**config.mk**
```make
export PLATFORM = sky130hd
export DESIGN_NAME = pipe_stage_reg
export DESIGN_NICKNAME = d
export VERILOG_FILES = /design/src/rtl/core_pkg.sv /design/src/rtl/pipe_stage_reg_sat_counter.sv /design/src/rtl/pipe_stage_reg.sv
export SDC_FILE = /design/constraint.sdc
export NUM_CORES = 1
export LEC_CHECK = 0
export BUFFER_PORTS_ARGS = -buffer_cell sky130_fd_sc_hd__buf_2
export CAP_MARGIN = 20
export CELL_PAD_IN_SITES_DETAIL_PLACEMENT = 1
export CELL_PAD_IN_SITES_GLOBAL_PLACEMENT = 1
export CORE_ASPECT_RATIO = 0.5
export CORE_MARGIN = 2
export CORE_UTILIZATION = 25
export CTS_BUF_LIST = sky130_fd_sc_hd__clkbuf_4
export CTS_CLUSTER_DIAMETER = 40
export DETAILED_ROUTE_END_ITERATION = 10
export PLACE_DENSITY = 0.53
export SKIP_LAST_GASP = 1
export SYNTH_ARGS = -nofsm -noshare
export SYNTH_HDL_FRONTEND = slang
export SYNTH_SLANG_ARGS = --single-unit
```
**constraint.sdc**
```tcl
create_clock -name clk -period 2.5 [get_ports clk]
set_input_delay 0.25 -clock clk [delete_from_list [all_inputs] [get_ports clk]]
set_output_delay 0.25 -clock clk [all_outputs]
set_load 0.02 [all_outputs]
```
**src/rtl/core_pkg.sv**
```systemverilog
// core_pkg: types and helpers shared by the pipeline stage register slice.
//   de_ctrl_t  - decode-stage control bundle (12 bits); an all-zero value is a NOP
//   de_data_t  - decode-stage payload (rs1, rs2, pc, imm, pc+4, rd; 165 bits)
//   pstage_e   - occupancy state of a skid-buffered stage {EMPTY, ONE, FULL}
package core_pkg;

    typedef struct packed {
        logic       RegWrite;
        logic [1:0] ResultSrc;
        logic       MemWrite;
        logic       Jump;
        logic       Branch;
        logic [3:0] ALUControl;
        logic       ALUSrcA;
        logic       ALUSrcB;
    } de_ctrl_t;

    typedef struct packed {
        logic [31:0] rs1;
        logic [31:0] rs2;
        logic [31:0] pc;
        logic [31:0] imm;
        logic [31:0] pc_plus4;
        logic [4:0]  rd;
    } de_data_t;

    typedef enum logic [1:0] {
        EMPTY = 2'd0,
        ONE   = 2'd1,
        FULL  = 2'd2
    } pstage_e;

    localparam int DE_CTRL_W = $bits(de_ctrl_t);
    localparam int DE_DATA_W = $bits(de_data_t);

    // Number of valid entries held by a stage (0, 1 or 2).
    function automatic logic [1:0] held_count(input logic main_v, input logic skid_v);
        return {1'b0, main_v} + {1'b0, skid_v};
    endfunction

endpackage

```
**src/rtl/pipe_stage_reg_sat_counter.sv**
```systemverilog
// sat_counter: W-bit counter that adds an INC_W-bit increment every cycle and
// sticks at 2^W-1 instead of wrapping. Cleared only by synchronous rst.
//   clk, rst   - clock, synchronous active-high reset
//   inc_i      - amount to add this cycle
//   cnt_o      - registered count value
module sat_counter #(
    parameter int W     = 16,
    parameter int INC_W = 1
) (
    input  logic             clk,
    input  logic             rst,
    input  logic [INC_W-1:0] inc_i,
    output logic [W-1:0]     cnt_o
);

    localparam logic [W:0] MAX_C = {1'b0, {W{1'b1}}};

    logic [W-1:0] cnt_q;
    logic [W-1:0] cnt_d;
    logic [W:0]   sum_s;

    // One extra bit on the sum exposes overflow so it can be clamped.
    always_comb begin
        sum_s = {1'b0, cnt_q} + {{(W + 1 - INC_W){1'b0}}, inc_i};
        if (sum_s > MAX_C) begin
            cnt_d = MAX_C[W-1:0];
        end else begin
            cnt_d = sum_s[W-1:0];
        end
    end

    // Count register.
    always_ff @(posedge clk) begin
        if (rst) begin
            cnt_q <= {W{1'b0}};
        end else begin
            cnt_q <= cnt_d;
        end
    end

    assign cnt_o = cnt_q;

endmodule

```
**src/rtl/pipe_stage_reg.sv**
```systemverilog
// pipe_stage_reg: pipeline stage register with valid/ready handshake, flush,
// optional skid buffer and saturating stall/flush counters.
//   clk, rst                     - clock, synchronous active-high reset
//   flush_i                      - discard every held entry (and this cycle's input)
//   in_valid_i/in_ready_o        - upstream handshake; in_ctrl_i/in_data_i payload
//   out_valid_o/out_ready_i      - downstream handshake
//   out_ctrl_o                   - control bundle, zero whenever no entry is presented
//   out_data_o                   - payload, passed through unmodified
//   stall_cnt_o                  - cycles presenting an entry that was not taken
//   flush_cnt_o                  - valid entries thrown away by flush
module pipe_stage_reg
    import core_pkg::*;
#(
    parameter int CTRL_W  = DE_CTRL_W,
    parameter int DATA_W  = DE_DATA_W,
    parameter int SKID_EN = 1,
    parameter int CNT_W   = 16
) (
    input  logic              clk,
    input  logic              rst,
    input  logic              flush_i,
    input  logic              in_valid_i,
    output logic              in_ready_o,
    input  logic [CTRL_W-1:0] in_ctrl_i,
    input  logic [DATA_W-1:0] in_data_i,
    output logic              out_valid_o,
    input  logic              out_ready_i,
    output logic [CTRL_W-1:0] out_ctrl_o,
    output logic [DATA_W-1:0] out_data_o,
    output logic [CNT_W-1:0]  stall_cnt_o,
    output logic [CNT_W-1:0]  flush_cnt_o
);

    pstage_e           state_q, state_d;
    logic              main_v_q, main_v_d;
    logic              skid_v_q, skid_v_d;
    logic [CTRL_W-1:0] ctrl_q, ctrl_d;
    logic [DATA_W-1:0] data_q, data_d;
    logic [CTRL_W-1:0] skid_ctrl_q, skid_ctrl_d;
    logic [DATA_W-1:0] skid_data_q, skid_data_d;

    logic              in_ready_s;
    logic              accept_s;
    logic              drain_s;
    logic              stall_inc_s;
    logic [1:0]        flush_inc_s;

    // Ready: with a skid buffer it comes straight from a flop, otherwise the
    // single register may refill in the same cycle it drains.
    always_comb begin
        if (SKID_EN != 0) begin
            in_ready_s = ~skid_v_q;
        end else begin
            in_ready_s = out_ready_i | ~main_v_q;
        end
        accept_s = in_valid_i & in_ready_s;
        drain_s  = main_v_q & out_ready_i;
    end

    // Next-state logic for occupancy and the main/skid entry registers.
    always_comb begin
        state_d     = state_q;
        main_v_d    = main_v_q;
        skid_v_d    = skid_v_q;
        ctrl_d      = ctrl_q;
        data_d      = data_q;
        skid_ctrl_d = skid_ctrl_q;
        skid_data_d = skid_data_q;
        if (flush_i) begin
            // Data registers are left stale; the valid bits alone mask them.
            state_d  = EMPTY;
            main_v_d = 1'b0;
            skid_v_d = 1'b0;
        end else if (SKID_EN == 0) begin
            if (accept_s) begin
                main_v_d = 1'b1;
                ctrl_d   = in_ctrl_i;
                data_d   = in_data_i;
                state_d  = ONE;
            end else if (drain_s) begin
                main_v_d = 1'b0;
                state_d  = EMPTY;
            end else begin
                state_d  = state_q;
            end
        end else begin
            case (state_q)
                EMPTY: begin
                    if (accept_s) begin
                        main_v_d = 1'b1;
                        ctrl_d   = in_ctrl_i;
                        data_d   = in_data_i;
                        state_d  = ONE;
                    end else begin
                        state_d  = EMPTY;
                    end
                end
                ONE: begin
                    if (accept_s && drain_s) begin
                        ctrl_d  = in_ctrl_i;
                        data_d  = in_data_i;
                        state_d = ONE;
                    end else if (drain_s) begin
                        main_v_d = 1'b0;
                        state_d  = EMPTY;
                    end else if (accept_s) begin
                        // Downstream stalled: park the newcomer behind main.
                        skid_v_d    = 1'b1;
                        skid_ctrl_d = in_ctrl_i;
                        skid_data_d = in_data_i;
                        state_d     = FULL;
                    end else begin
                        state_d = ONE;
                    end
                end
                FULL: begin
                    if (drain_s) begin
                        ctrl_d   = skid_ctrl_q;
                        data_d   = skid_data_q;
                        skid_v_d = 1'b0;
                        state_d  = ONE;
                    end else begin
                        state_d  = FULL;
                    end
                end
                default: begin
                    main_v_d = 1'b0;
                    skid_v_d = 1'b0;
                    state_d  = EMPTY;
                end
            endcase
        end
    end

    // Stage registers.
    always_ff @(posedge clk) begin
        if (rst) begin
            state_q     <= EMPTY;
            main_v_q    <= 1'b0;
            skid_v_q    <= 1'b0;
            ctrl_q      <= {CTRL_W{1'b0}};
            data_q      <= {DATA_W{1'b0}};
            skid_ctrl_q <= {CTRL_W{1'b0}};
            skid_data_q <= {DATA_W{1'b0}};
        end else begin
            state_q     <= state_d;
            main_v_q    <= main_v_d;
            skid_v_q    <= skid_v_d;
            ctrl_q      <= ctrl_d;
            data_q      <= data_d;
            skid_ctrl_q <= skid_ctrl_d;
            skid_data_q <= skid_data_d;
        end
    end

    // Counter increments; a stall during a flush cycle is still a stall.
    always_comb begin
        stall_inc_s = main_v_q & ~out_ready_i;
        if (flush_i) begin
            flush_inc_s = held_count(main_v_q, skid_v_q);
        end else begin
            flush_inc_s = 2'd0;
        end
    end

    sat_counter #(.W(CNT_W), .INC_W(1)) u_stall_cnt (
        .clk   (clk),
        .rst   (rst),
        .inc_i (stall_inc_s),
        .cnt_o (stall_cnt_o)
    );

    sat_counter #(.W(CNT_W), .INC_W(2)) u_flush_cnt (
        .clk   (clk),
        .rst   (rst),
        .inc_i (flush_inc_s),
        .cnt_o (flush_cnt_o)
    );

    assign in_ready_o  = in_ready_s;
    assign out_valid_o = main_v_q;
    assign out_ctrl_o  = main_v_q ? ctrl_q : {CTRL_W{1'b0}};
    assign out_data_o  = data_q;

endmodule

```
Word level (Yosys, flattened, before mapping)
Cells that the tools add are included.
{"block": "totals", "in_bits": 182, "regBits": 390, "wordCells": 66}
{"block": "classes", "n_lt_le_gt_ge": 2, "reduce_logical": 8, "n_addsub": 3, "n_eq_ne": 9, "bitwise": 10, "muxes": 25}
{"cell": "$mux 165", "count": 3}
{"cell": "$pmux 165 s3", "count": 1}
{"cell": "$mux 12", "count": 4}
{"cell": "$pmux 12 s3", "count": 1}
{"cell": "$gt 17x16->1 const B", "count": 2}
{"cell": "$mux 16", "count": 2}
{"cell": "$add 16x1->17", "count": 1}
{"cell": "$add 16x2->17", "count": 1}
{"cell": "$reduce_and 5->1", "count": 3}
{"cell": "$ne 2x2->1 const B", "count": 7}
{"cell": "$mux 2", "count": 5}
{"cell": "$not 1->1", "count": 7}
{"cell": "$mux 1", "count": 6}
{"cell": "$pmux 1 s3", "count": 2}
{"cell": "$pmux 2 s3", "count": 1}
{"cell": "$reduce_and 4->1", "count": 1}
{"cell": "$and 1x1->1", "count": 3}
{"cell": "$reduce_bool 3->1", "count": 1}
{"cell": "$add 1x1->2", "count": 1}
{"cell": "$eq 2x1->1 const B", "count": 1}
{"cell": "$eq 2x2->1 const B", "count": 1}
{"cell": "$logic_not 2->1", "count": 1}
{"cell": "$reduce_or 2->1", "count": 1}
{"cell": "$logic_and 1x1->1", "count": 1}

Depth between registers and ports, before layout
{"block": "depth", "word_depth": 6, "depth_mapped": 9}

By module
From an unflattened synthesis, not the netlist that was laid out.
{"block": "hier_totals", "cells_unflattened": 1785, "area_unflattened_um2": 15826.4}
{"module": "pipe_stage_reg", "instances": 1, "area_per_inst_um2": 14227.4, "cells_each": 1606, "seq_area_each_um2": 7166.9}
{"module": "sat_counter (u_flush_cnt)", "instances": 1, "area_per_inst_um2": 815.8, "cells_each": 89, "seq_area_each_um2": 320.3}
{"module": "sat_counter (u_stall_cnt)", "instances": 1, "area_per_inst_um2": 783.3, "cells_each": 90, "seq_area_each_um2": 320.3}

Worst setup path before layout
OpenSTA, ideal clock, no wires.
{"block": "synth_timing", "kind": "register -> register", "from": "reg main_v_q (netlist: out_valid_o)", "to": "reg u_flush_cnt.cnt_q[10] (netlist: u_flush_cnt.cnt_o[10])", "t_required_ns": 2.367, "slack_ns": 0.121, "path_buffers": 1, "stages_incl_launch_ff": 10, "t_arrival_ns": 2.246, "path_cell_list": "dfxtp_1 ha_1 and2_1 ha_1 fa_1 nand2_1 nor3_1 nand4_1 clkbuf_1 a21oi_1"}
{"block": "synth_between", "elab_chain_cells": 5}
{"item": "start, declared", "line_no": "pipe_stage_reg.sv:35", "rtl": "logic main_v_q, main_v_d;"}
{"item": "start signal, assigned", "line_no": "pipe_stage_reg.sv:147", "rtl": "main_v_q <= main_v_d;"}
{"item": "$add 1x1->2 *", "line_no": "core_pkg.sv:38", "rtl": "return {1'b0, main_v} + {1'b0, skid_v};"}
{"item": "$mux 2 *", "line_no": "pipe_stage_reg.sv:159", "rtl": "if (flush_i) begin"}
{"item": "$add 16x2->17 *", "line_no": "pipe_stage_reg_sat_counter.sv:24", "rtl": "sum_s = {1'b0, cnt_q} + {{(W + 1 - INC_W){1'b0}}, inc_i};"}
{"item": "$gt 17x16->1", "line_no": "pipe_stage_reg_sat_counter.sv:25", "rtl": "if (sum_s > MAX_C) begin"}
{"item": "$mux 16 *", "line_no": "pipe_stage_reg_sat_counter.sv:25"}
{"item": "end signal, assigned", "line_no": "pipe_stage_reg_sat_counter.sv:35", "rtl": "cnt_q <= {W{1'b0}};"}
{"item": "end signal, assigned", "line_no": "pipe_stage_reg_sat_counter.sv:37", "rtl": "cnt_q <= cnt_d;"}
{"item": "end, declared", "line_no": "pipe_stage_reg_sat_counter.sv:18", "rtl": "logic [W-1:0] cnt_q;"}
Every way passes the cells marked *; elsewhere a longest branch is shown, timed or not.
A chain may end at the register's enable or synchronous reset.

Worst setup path in the final report
{"block": "layout_timing", "from": "reg skid_v_q", "to": "reg u_flush_cnt.cnt_q[14] (netlist: u_flush_cnt.cnt_o[14])"}
{"block": "layout_between", "elab_chain_cells": 5}
{"item": "start, declared", "line_no": "pipe_stage_reg.sv:36", "rtl": "logic skid_v_q, skid_v_d;"}
{"item": "start signal, assigned", "line_no": "pipe_stage_reg.sv:148", "rtl": "skid_v_q <= skid_v_d;"}
{"item": "$add 1x1->2 *", "line_no": "core_pkg.sv:38"}
{"item": "$mux 2 *", "line_no": "pipe_stage_reg.sv:159"}
{"item": "$add 16x2->17 *", "line_no": "pipe_stage_reg_sat_counter.sv:24"}
{"item": "$gt 17x16->1", "line_no": "pipe_stage_reg_sat_counter.sv:25"}
{"item": "$mux 16 *", "line_no": "pipe_stage_reg_sat_counter.sv:25"}
Marked as above.

==> results.md <==
* Setup bufs post-CTS at 0
* Sw Pwr at 3.83 mW
* Combinational family with the most area after synthesis: compound AO/OA/AOI/OAI gates
* Ys flop type: dfxtp_1
* Fmax at 0.422 GHz
* DRT Wirelength at around 53 mm
* Fin crit period at 2.37 ns
* Largest net degree at the start of global routing at 96
* Clock Tree Root: clkbuf_4
* LEAKAGE at 9.63 nW
* Maximum VDD drop at between 0.2 and 0.3 mV
* TritonCTS buffer count at 97
* RSZ-0062 raised after global routing: no
* Netlist cell types at 42
* Sequential power share at 0.485
* Slowest-stage cell, CP: nor3_1
* Number of filler cells placed in the layout at 7352
* Max incr delay on CP at around 0.35 ns
* Layout cells sized above 1 at 0.245
* XOR/XNOR share of the synthesized area at 0.0106
* Crit path top cell by count: ha_1
* First-pass GRT wire length at about 84 mm
* Seq/Total Area, Yosys at 0.499
* Hold Path Class: input pin to flop
* Die Area at between 60000 and 70000 um2
* Register area at 7810 um2
* Final Hold Fails at 0
* Nets at approximately 2500
* Switching Fraction at 0.282
* Buf/Inv on CP at 1
* Post-Syn Instances at 1767
* Syn Area/Cell at around 8.8 um2
* TritonCTS clock tree: done
* Final GP Congestion at approximately 0.78
* Core ar. at 61500 um2
* ANT nets after route at 0
* Finished Layout Cells at 3213
* Gr usage total at 0.162
* Placed Area at about 19000 um2
* Clk pwr share at 0.385
* Startpoint Class: flop
* Synth Area in Compound Gates at 0.162
* Worst-path clk slew at roughly 0.070 ns
* Layout Skew at between 0.03 and 0.04 ns
* GRT overflow at 0
* Run status: completed
* Power Total at between 10 and 15 mW
* Wire per inst at roughly 17 um
* Longest Clk Path Bufs at 3
* Crit-path leading delay family: adder cells
* Int Pwr at just under 10 mW
* Worst setup EP type: flop
* TritonRoute pass-1 iters at 4
* Synth Area in Adders at 0.00688
* Row cnt at 64
* Combinational cell fraction of total power at 0.130
* Worst EP arrival at roughly 3.1 ns
* Layout area overhead at 37.1%
* Clk Latency, worst-skew pair at ~0.80 ns
* PD cells at around 630 nW/um2
* Post-synthesis cell area at ~16000 um2
* Placed cells at about 2900
* Finished Cell Area at between 20000 and 25000 um2
* Mapped Nets at 1957
* Post-DP HPWL at about 35 mm
* Die Wd at 358 um
* Final setup violation count at 0
* Initial antenna violation count at 3
* Die boundary height at between 150 and 200 um
* Critical path class: flop to flop
* Crit-path max FO at 5
* Htree depth at 3
* Via count at about 14000
* Post-Route Utilization at 0.349
* Area occupied by multi-input gates at ~7000 um2
* Number of flops mapped to enable cells by yosys at 0
* Final Slew Violations at 0
* Final setup TNS at 0 ns
* Mux cell area share after synthesis at 0.113
* Slew headroom at 0.549
* DRC errors left at 0
* Worst setup margin at roughly 0.13 ns
* Buffers on Ports at ~390
* Worst-Margin Slew at 0.676 ns
* DRT iter0 DRCs at 560
* Crit path cell chain: ha_1 > and2_1 > ha_1 > fa_1 > nand2_1 > nor3_1 > buf_4 > a41oi_1 > a311oi_1
* CTS sink count at 390
* FF+latch count, synth at 390
* Max cap viols at 0
* Synth Area in Simple Gates at 0.159
* Tcrit/Tclk final at 0.949
* Starting Density at 0.254
* WP data required at around 3.2 ns
* Async S/R FF share, synth at 0
* Vias in the first global route at 15000
* I/O pin cnt at between 300 and 400
* Post-place setup slack at between 0.15 and 0.2 ns
* Vias/cell at about 4.5
* Hold slack at 0.243 ns
* Ys Warns at 0
==> cell type report <==
class,instances,share of cell area
Antenna cell,4,0.000467
Clock buffer,135,0.0473
Clock inverter,13,0.00426
Inverter,12,0.00210
Multi-Input combinational cell,1219,0.330
Sequential cell,390,0.364
Tap cell,825,0.0482
Timing Repair Buffer,615,0.204
==> synth_stat cells, types with 12 or more instances <==
cell type	count	area, um2
a211oi_1	180	1350
a21oi_1	204	1020
and2_1	15	93.8
buf_2	44	220
buf_4	31	233
clkbuf_1	66	248
dfxtp_1	390	7810
inv_1	12	45.0
mux2i_1	177	1770
nand2_1	369	1390
nor2_1	181	679
xnor2_1	12	105
==> cells in the final DEF, fill, tap and decap left out, types with 3 or more instances in the layout <==
cell type	Yosys	routed
a21oi_1	204	204
a211oi_1	180	180
nand2_1	369	369
dfxtp_1	390	390
clkinvlp_4	0	3
xor2_1	7	7
nor4b_1	4	4
buf_12	0	21
mux2i_1	177	177
buf_4	31	20
dlygate4sd3_1	0	181
a311oi_1	5	5
and3_1	4	4
nor2_1	181	181
nor2b_1	3	3
diode_2	0	4
o21ai_0	3	3
clkbuf_4	0	135
buf_2	44	391
clkinv_1	0	6
inv_1	12	12
xnor2_1	12	12
nand3_1	5	5
nand4_1	10	10
nor3_1	7	7
and2_1	15	15
ha_1	7	7
a31oi_1	3	3
==> registers in the layout, indices dropped and copies added, names as in the netlist <==
signal	count
ctrl_q	12
out_data_o	165
out_valid_o	1
skid_ctrl_q	12
skid_data_q	165
skid_v_q	1
state_q	2
u_flush_cnt.cnt_o	16
u_stall_cnt.cnt_o	16
==> kinds of logic (layout without fill, tap and decap cells) <==
group,count (synthesis),count (layout)
and+or+nand+nor,612,612
AOI/OAI and AO/OA,403,403
DFF,390,390
muxes,177,177
buffers and inverters,158,775
xor gates and xnor gates,19,19
adders and majority gates,8,8
other,0,4
==> power by group through the flow <==
stage / registers [mW] / logic [mW] / clock network [mW]
2_1_floorplan: 6.97 / 0.667 / 0
3_3_place_gp: 6.74 / 1.54 / 0
3_5_place_dp: 6.74 / 1.55 / 0
4_1_cts: 6.60 / 1.80 / 5.51
5_1_grt: 6.63 / 1.93 / 5.86
6_report: 6.60 / 1.77 / 5.24
==> final timing paths <==
check | start | end | slack, ns | cells past startpoint
max reg2reg | skid_v_q | u_flush_cnt.cnt_o[14] | 0.13 | 9
max | skid_v_q | u_flush_cnt.cnt_o[14] | 0.13 | 9
min | in_data_i[58] | skid_data_q[58] | 0.24 | 4
min reg2reg | skid_data_q[64] | skid_data_q[64] | 0.45 | 2
==> tightest hold or removal path: stages <==
cell	delay, ns
dlygate4sd3_1	0.53
buf_2	0.13
nand2_1	0.05
a21oi_1	0.05
==> metal layers <==
layer  vias up  wire (um)  track usage
met3       107       1550       0.0307
met1      6906      21700        0.179
li1       7285          -            -
met5         -          0            0
met4         0       1770       0.0629
met2       199      28400        0.303
==> what timing repair did <==
item	CTS	global route
endpoints found under the setup margin	0	1
hold buffers	181	0
resized for setup	0	1
hold endpoints to repair	366	0
Note: power is estimated with default switching activity, not from simulation.
